==> src/rtl/spi_slave_pkg.sv <==
// spi_slave_pkg: shared state type and sizing helpers for the SPI slave.
package spi_slave_pkg;

    typedef enum logic {
        SPI_IDLE   = 1'b0,
        SPI_ACTIVE = 1'b1
    } spi_state_e;

    function automatic int unsigned bit_cnt_width(input int unsigned width);
        return $clog2(width);
    endfunction

    function automatic logic [63:0] underrun_word(input int unsigned width);
        return (64'd1 << width) - 64'd1;
    endfunction

endpackage

==> src/rtl/spi_sync_edge.sv <==
// spi_sync_edge: SyncStages-flop pin synchroniser with optional edge detection
// relative to the pin's idle level (Idle is also the reset value).
module spi_sync_edge
    import spi_slave_pkg::*;
#(
    parameter int unsigned SyncStages = 2,
    parameter bit          Idle       = 1'b0,
    parameter bit          EdgeEn     = 1'b0
) (
    input  logic clk_i,
    input  logic rst_ni,
    input  logic d_i,
    output logic q_o,
    output logic lead_o,
    output logic trail_o
);

    logic [SyncStages-1:0] sync_q;

    always_ff @(posedge clk_i or negedge rst_ni) begin
        if (!rst_ni) sync_q <= {SyncStages{Idle}};
        else         sync_q <= {sync_q[SyncStages-2:0], d_i};
    end

    assign q_o = sync_q[SyncStages-1];

    if (EdgeEn) begin : g_edge
        logic dly_q;
        always_ff @(posedge clk_i or negedge rst_ni) begin
            if (!rst_ni) dly_q <= Idle;
            else         dly_q <= q_o;
        end
        assign lead_o  = (q_o != Idle) && (dly_q == Idle);
        assign trail_o = (q_o == Idle) && (dly_q != Idle);
    end else begin : g_no_edge
        assign lead_o  = 1'b0;
        assign trail_o = 1'b0;
    end

endmodule

==> src/rtl/spi_slave_duplex.sv <==
// spi_slave_duplex: full-duplex SPI slave for any CPOL/CPHA mode.
// The MISO transmit path is built only when SPI_SLAVE_TX_EN is defined.
module spi_slave_duplex
    import spi_slave_pkg::*;
#(
    parameter int unsigned DataWidth  = 8,
    parameter bit          CPOL       = 1'b0,
    parameter bit          CPHA       = 1'b0,
    parameter int unsigned SyncStages = 2
) (
    input  logic                 clk_i,
    input  logic                 rst_ni,
    input  logic                 spi_sclk_i,
    input  logic                 spi_cs_ni,
    input  logic                 spi_mosi_i,
    output logic                 spi_miso_o,
    output logic                 spi_miso_oe_o,
    output logic [DataWidth-1:0] rx_data_o,
    output logic                 rx_valid_o,
    input  logic                 rx_ready_i,
    input  logic [DataWidth-1:0] tx_data_i,
    input  logic                 tx_valid_i,
    output logic                 tx_ready_o,
    output logic                 rx_overrun_o,
    output logic                 tx_underrun_o,
    output logic                 frame_abort_o,
    output logic                 busy_o
);

    localparam int unsigned    CntW    = bit_cnt_width(DataWidth);
    localparam logic [CntW-1:0] LastBit = CntW'(DataWidth - 1);

    logic sclk_lead, sclk_trail, cs_n_s, mosi_s;
    logic unused_sclk_s, unused_cs_lead, unused_cs_trail, unused_mosi_lead, unused_mosi_trail;

    spi_sync_edge #(.SyncStages(SyncStages), .Idle(CPOL), .EdgeEn(1'b1)) u_sync_sclk (
        .clk_i   (clk_i),
        .rst_ni  (rst_ni),
        .d_i     (spi_sclk_i),
        .q_o     (unused_sclk_s),
        .lead_o  (sclk_lead),
        .trail_o (sclk_trail)
    );

    spi_sync_edge #(.SyncStages(SyncStages), .Idle(1'b1), .EdgeEn(1'b0)) u_sync_cs (
        .clk_i   (clk_i),
        .rst_ni  (rst_ni),
        .d_i     (spi_cs_ni),
        .q_o     (cs_n_s),
        .lead_o  (unused_cs_lead),
        .trail_o (unused_cs_trail)
    );

    spi_sync_edge #(.SyncStages(SyncStages), .Idle(1'b0), .EdgeEn(1'b0)) u_sync_mosi (
        .clk_i   (clk_i),
        .rst_ni  (rst_ni),
        .d_i     (spi_mosi_i),
        .q_o     (mosi_s),
        .lead_o  (unused_mosi_lead),
        .trail_o (unused_mosi_trail)
    );

    spi_state_e           state_q, state_d;
    logic [CntW-1:0]      bit_cnt_q;
    logic [DataWidth-1:0] rx_shift_q, rx_word;
    logic entry, leave, sample, shift, word_done, rx_take;

    // CS release wins over any SCLK edge seen in the same cycle
    always_comb begin
        entry     = (state_q == SPI_IDLE) && !cs_n_s;
        leave     = (state_q == SPI_ACTIVE) && cs_n_s;
        sample    = (state_q == SPI_ACTIVE) && !cs_n_s && (CPHA ? sclk_trail : sclk_lead);
        shift     = (state_q == SPI_ACTIVE) && !cs_n_s && (CPHA ? sclk_lead : sclk_trail);
        word_done = sample && (bit_cnt_q == LastBit);
        rx_take   = word_done && (!rx_valid_o || rx_ready_i);
        rx_word   = {rx_shift_q[DataWidth-2:0], mosi_s};
        state_d   = entry ? SPI_ACTIVE : leave ? SPI_IDLE : state_q;
    end

    always_ff @(posedge clk_i or negedge rst_ni) begin
        if (!rst_ni) state_q <= SPI_IDLE;
        else         state_q <= state_d;
    end

    always_ff @(posedge clk_i or negedge rst_ni) begin
        if (!rst_ni) begin
            bit_cnt_q     <= '0;
            rx_shift_q    <= '0;
            rx_data_o     <= '0;
            rx_valid_o    <= 1'b0;
            rx_overrun_o  <= 1'b0;
            frame_abort_o <= 1'b0;
        end else begin
            rx_overrun_o  <= word_done && !rx_take;
            frame_abort_o <= leave && (bit_cnt_q != '0);
            bit_cnt_q     <= (entry || leave || word_done) ? '0 :
                             sample ? bit_cnt_q + CntW'(1) : bit_cnt_q;
            rx_shift_q    <= sample ? rx_word : rx_shift_q;
            rx_data_o     <= rx_take ? rx_word : rx_data_o;
            rx_valid_o    <= rx_take || (rx_valid_o && !rx_ready_i);
        end
    end

    assign busy_o = (state_q == SPI_ACTIVE);

`ifdef SPI_SLAVE_TX_EN
    localparam logic [DataWidth-1:0] AllOnes = DataWidth'(underrun_word(DataWidth));

    logic [DataWidth-1:0] tx_shift_q;
    logic                 reload_q, load;

    // CPHA=0 reloads on the first shift edge after a completed word; CPHA=1 at each word start
    assign load = entry || (shift && (CPHA ? (bit_cnt_q == '0) : reload_q));

    always_ff @(posedge clk_i or negedge rst_ni) begin
        if (!rst_ni) begin
            tx_shift_q    <= '0;
            reload_q      <= 1'b0;
            tx_ready_o    <= 1'b0;
            tx_underrun_o <= 1'b0;
        end else begin
            tx_ready_o    <= load && tx_valid_i;
            tx_underrun_o <= load && !tx_valid_i;
            tx_shift_q    <= load ? (tx_valid_i ? tx_data_i : AllOnes) :
                             shift ? {tx_shift_q[DataWidth-2:0], 1'b0} : tx_shift_q;
            reload_q      <= (entry || load) ? 1'b0 : word_done ? 1'b1 : reload_q;
        end
    end

    assign spi_miso_o    = tx_shift_q[DataWidth-1];
    assign spi_miso_oe_o = busy_o;
`else
    logic unused_tx;
    assign unused_tx     = ^{tx_data_i, tx_valid_i, shift};
    assign spi_miso_o    = 1'b0;
    assign spi_miso_oe_o = 1'b0;
    assign tx_ready_o    = 1'b0;
    assign tx_underrun_o = 1'b0;
`endif

endmodule

==> config.mk <==
export PLATFORM = sky130hd
export DESIGN_NAME = spi_slave_duplex
export DESIGN_NICKNAME = d
export VERILOG_FILES = /design/src/rtl/spi_slave_pkg.sv /design/src/rtl/spi_sync_edge.sv /design/src/rtl/spi_slave_duplex.sv
export SDC_FILE = /design/constraint.sdc
export NUM_CORES = 1
export LEC_CHECK = 0
export ABC_AREA = 0
export ABC_CLOCK_PERIOD_IN_PS = 3100
export BUFFER_PORTS_ARGS = -buffer_cell sky130_fd_sc_hd__buf_4
export CAP_MARGIN = 20
export CELL_PAD_IN_SITES_DETAIL_PLACEMENT = 1
export CELL_PAD_IN_SITES_GLOBAL_PLACEMENT = 2
export CORE_ASPECT_RATIO = 1.5
export CORE_MARGIN = 5
export CORE_UTILIZATION = 35
export DETAILED_ROUTE_END_ITERATION = 10
export PLACE_DENSITY = 0.77
export SLEW_MARGIN = 5
export SYNTH_ARGS = -nofsm -noshare
export SYNTH_HDL_FRONTEND = slang
export SYNTH_SLANG_ARGS = --single-unit
==> constraint.sdc <==
create_clock -name clk_i -period 3.1 [get_ports clk_i]
set_input_delay 0.155 -clock clk_i [delete_from_list [all_inputs] [get_ports clk_i]]
set_output_delay 0.155 -clock clk_i [all_outputs]
set_load 0.005 [all_outputs]
# Word-level counts from Yosys, hierarchy flattened
# Cells that the tools add are included.
[word_totals]
regBits = 29
inputBits = 15
out_inout_bits = 16
elab_cells = 40
[op_classes]
addsub = 1
eq_ne = 1
mux = 4
n_bitwise = 2
reduce_logical = 21
[ops]
columns = ["operator", "n"]
rows = [
  ["$logic_and 1x1->1", 10],
  ["$mux 3", 2],
  ["$logic_not 1->1", 4],
  ["$logic_or 1x1->1", 4],
  ["$reduce_bool 2->1", 2],
  ["$add 3x1->3 const B", 1],
  ["$eq 3x3->1 const B", 1],
  ["$reduce_bool 3->1", 1],
  ["$mux 1", 2],
  ["$not 1->1", 2],
]

# Logic depth before layout (Yosys ltp)
[depth]
word_depth = 7
ltp_mapped = 6
depth_no_buf = 5

# Cells and area by module
# Synthesis repeated with hierarchy kept, for this count alone.
[unflattened]
hier_cells = 86
hier_area_um2 = 1257.5
[modules_own_cells]
columns = ["module", "instances", "cells_each", "area_each_um2", "seq_area_each_um2"]
rows = [
  ["spi_slave_duplex", 1, 71, 1027.2, 550.5],
  ["spi_sync_edge at u_sync_sclk", 1, 5, 90.1, 75.1],
  ["spi_sync_edge at u_sync_cs", 1, 5, 71.3, 52.6],
  ["spi_sync_edge at u_sync_mosi", 1, 5, 68.8, 50.0],
]

# Worst setup path after synthesis
# No wires, ideal clock.
[synth_path]
kind = "register to register"
startpoint = "register u_sync_cs.sync_q[1]"
endpoint = "register rx_data_o[0]"
setup_time_ns = 0.125
arrival_time_ns = 1.405
required_ns = 2.975
path_slack_ns = 1.571
path_stages_with_launch = 6
n_path_buf = 0
period_less_slack_ns = 1.529
cell_sequence = "dfstp_2 -> inv_1 -> ha_1 -> and3b_2 -> nand3_4 -> mux2_2"
[synth_between]
elab_chain_len = 5
[synth_lines]
columns = ["item", "line_no", "rtl"]
rows = [
  ["from (decl)", "spi_sync_edge.sv:18", "logic [SyncStages-1:0] sync_q;"],
  ["from (signal assigned)", "spi_sync_edge.sv:21", "if (!rst_ni) sync_q <= {SyncStages{Idle}};"],
  ["from (signal assigned)", "spi_sync_edge.sv:22", "else sync_q <= {sync_q[SyncStages-2:0], d_i};"],
  ["$logic_not 1->1", "n/a", ""],
  ["$logic_and 1x1->1", "n/a", ""],
  ["$logic_and 1x1->1", "spi_slave_duplex.sv:72", "sample = (state_q == SPI_ACTIVE) && !cs_n_s && (CPHA ? sclk_trail : sclk_lead);"],
  ["$logic_and 1x1->1", "spi_slave_duplex.sv:74", "word_done = sample && (bit_cnt_q == LastBit);"],
  ["$logic_and 1x1->1", "spi_slave_duplex.sv:75", "rx_take = word_done && (!rx_valid_o || rx_ready_i);"],
  ["to (signal assigned)", "spi_slave_duplex.sv:99", "rx_data_o <= rx_take ? rx_word : rx_data_o;"],
  ["to (decl)", "spi_slave_duplex.sv:18", "output logic [DataWidth-1:0] rx_data_o,"],
]
# No other way between the ends.
# A chain may end at the register's enable or synchronous reset.

# Worst setup path in the final report
[layout_path]
startpoint = "register u_sync_cs.sync_q[1]"
endpoint = "register rx_data_o[2]"
# Same word-level chain as after synthesis.

==> reports/results.ini <==
[status]
outcome=completed

[die]
die_area_sq_um=4600
dieWidth_um=57.1
coreArea_sq_um=3190
ios=31
start_util=0.364
dieHeight_um=80.6
rows=25

[place]
gp_congestion=0.685
place_area_sq_um=1310
place_ws_ns=1.37
port_buffers=17
hpwl_mm=1.42

[sta]
fin_ws_ns=1.38
fmax_mhz=581
grt_setup_unrepaired=false
whs_ns=0.221
timing.final.crit_share=0.556
final.setup_skew_ns=0.00450
slew_violations=0
setup_viol=0
setup-tns-final_ns=0
hold_viol=0
min_period_ns=1.72

[cts]
ctsLongestPathBuffers=2
clockRootBuffer=clkbuf_8
worstSkewPairLatency_ns=0.28
path_clk_slew_ns=0.06
cts_sinks=29
htree_levels=2
cts_resized=0
cts_buffers=5
tritoncts=done

[final_layout]
fin_nets=140
area_growth_pct=23.3
fillers=363
fin_area_sq_um=1430
drive_gt1_frac=0.308
antennaDiodeCount=0

[grt]
antenna_found_initial=0
gr-usage-all-layers=0.114
overflow=0
grt_pass1_vias=787
grt_max_degree=30
grt_first_pass_wirelength_mm=3.86

[yosys]
synth_cell_types=16
synth_top_family_by_area=simple AND/OR/NAND/NOR gates
synth_seq_area_share=0.626
synthXorXnorAreaFrac=0
synth_area_per_cell_sq_um=12.4
synthSimpleGateAreaFrac=0.141
synthMuxAreaShare=0.0872
syn_inst=94
synth_area_sq_um=1160
yosysWarningCount=0
ys_ff_latch=29
synth_fa_ha_area_frac=0.0646
synth_compound_area_frac=0.0258

[routing]
via_per_inst=4.42
vias=707
drtIter0Drc=4
wl_per_cell_um=12.9
routed_wirelength_mm=2.06
ant_nets=0
drc=0
first_pass_iters=2

[worst_setup_path]
path_buf_inv=1
slowest_delay_ns=0.53
cp.depth=5
r2r-start=u_sync_cs.sync_q[1]
worstPathArrival_ns=1.88
path_max_fanout=11
startpoint_type=flip-flop
worstPathRequired_ns=3.26
r2r_setup_slack_ns=1.38
worstSetupPathType=flip-flop to flip-flop
critical-path-slowest-cell=dfstp_2
cp-end-kind=flip-flop
crit_start=u_sync_cs.sync_q[1]
critPathTopFamily=flip-flops
cp_cell_sequence=inv_1, ha_1, and3b_2, nand3_4, mux2_2
ff2ff_path_depth=5
r2r-end=rx_data_o[2]
endpoint=rx_data_o[2]

[job]
cap_violations=0

[pwr]
clockPowerShare=0.348
p_per_area_nw_per_um2=587
p_sw_uw=219
seqPwrFrac=0.535
peakVddDrop_mv=0.400
intPower_uw=623
sw_frac_of_total=0.260
combPwrFrac=0.117
power.leakage_nw=0.748

[hold_path]
hold_path.class=input pin to flip-flop

## worst min-delay path by stage
stage | end | cells past startpoint | start
2_1_floorplan | bit_cnt_q[0] | 0 | rst_ni
3_3_place_gp | rx_data_o[6] | 1 | rst_ni
3_5_place_dp | rx_data_o[6] | 1 | rst_ni
4_1_cts | rx_overrun_o | 3 | rx_ready_i
5_1_grt | rx_overrun_o | 3 | rx_ready_i
6_report | rx_overrun_o | 3 | rx_ready_i
## registers in the layout (all words and copies together) (netlist names)
signal / count
busy_o: 1
rx_valid_o: 1
rx_overrun_o: 1
bit_cnt_q: 3
frame_abort_o: 1
rx_shift_q: 7
u_sync_sclk.sync_q: 2
u_sync_mosi.sync_q: 2
rx_data_o: 8
u_sync_sclk.g_edge.dly_q: 1
u_sync_cs.sync_q: 2
## Yosys cell counts, drive strengths merged
cell | instances | area share
a21boi | 4 | 0.026
nor2 | 1 | 0.0032
buf | 5 | 0.032
dfrtp | 27 | 0.58
or3 | 1 | 0.0054
nand3 | 1 | 0.015
clkbuf | 1 | 0.0032
nand2b | 1 | 0.0054
conb | 1 | 0.0032
dfstp | 2 | 0.045
inv | 5 | 0.016
mux2 | 9 | 0.087
nand3b | 3 | 0.019
and3b | 1 | 0.0086
ha | 6 | 0.065
nand2 | 26 | 0.084
## placed cells by master (no fill, tap or decap)
cell,instances
a21boi_0,4
and3b_2,1
buf_4,17
clkbuf_1,1
clkbuf_8,5
clkinv_2,2
conb_1,4
dfrtp_1,27
dfstp_2,2
dlygate4sd3_1,4
ha_1,6
inv_1,5
mux2_2,9
nand2_1,26
nand2b_1,1
nand3_4,1
nand3b_1,3
nor2_1,1
or3_1,1
## metal layers
layer / wire [um] / vias to the layer above / GRT usage
met4: 64 / 0 / 0.0696
met2: 1060 / 17 / 0.186
met3: 116 / 6 / 0.0482
met5: 0 / - / 0
met1: 821 / 343 / 0.120
li1: - / 341 / -
## cell type report
type	instances	area, sq um	share of cell area
clock buffers	6	72.6	0.0507
flip-flops and latches	29	728	0.508
well taps	40	50.0	0.0349
repair buffers	21	168	0.117
inverters	5	18.8	0.0131
multi-input cells	57	385	0.269
clock inverters	2	10.0	0.00699
## stage by stage
step / total power [mW] / utilization / std cells
2_1_floorplan: 0.512 / - / 97
3_3_place_gp: 0.547 / 0.411 / 148
3_5_place_dp: 0.557 / 0.411 / 148
4_1_cts: 0.864 / 0.449 / 160
5_1_grt: 0.903 / 0.449 / 160
6_report: 0.841 / 0.449 / 160
## worst register-to-register path, delay by kind of cell, from the launching register on
kind                       cells  cell delay [ns]
adders and majority gates      1             0.19
and+or+nand+nor                2             0.49
DFF                            1             0.53
muxes                          1             0.35
buffers and inverters          1             0.05
## power groups by stage
stage / Combinational (mW) / Sequential [mW] / Clock, mW
final: 0.0984 / 0.450 / 0.293
after global routing: 0.116 / 0.456 / 0.331
after CTS: 0.104 / 0.451 / 0.310
after detailed placement: 0.0994 / 0.457 / 0
after global placement: 0.0932 / 0.454 / 0
after floorplan: 0.0639 / 0.449 / 0
## cells by family after synthesis
group,Yosys count
muxes,9
DFF,29
buffers and inverters,11
adders and majority gates,6
AOI/OAI and AO/OA,4
other,1
and+or+nand+nor,34
## timing repair
item / in CTS / in global routing
endpoints found under the setup margin: 0 / 0
hold buffers: 4 / 0
endpoints found under the hold margin: 30 / 0
setup buffers: 0 / 0
Note: power is estimated with default switching activity, not from simulation.
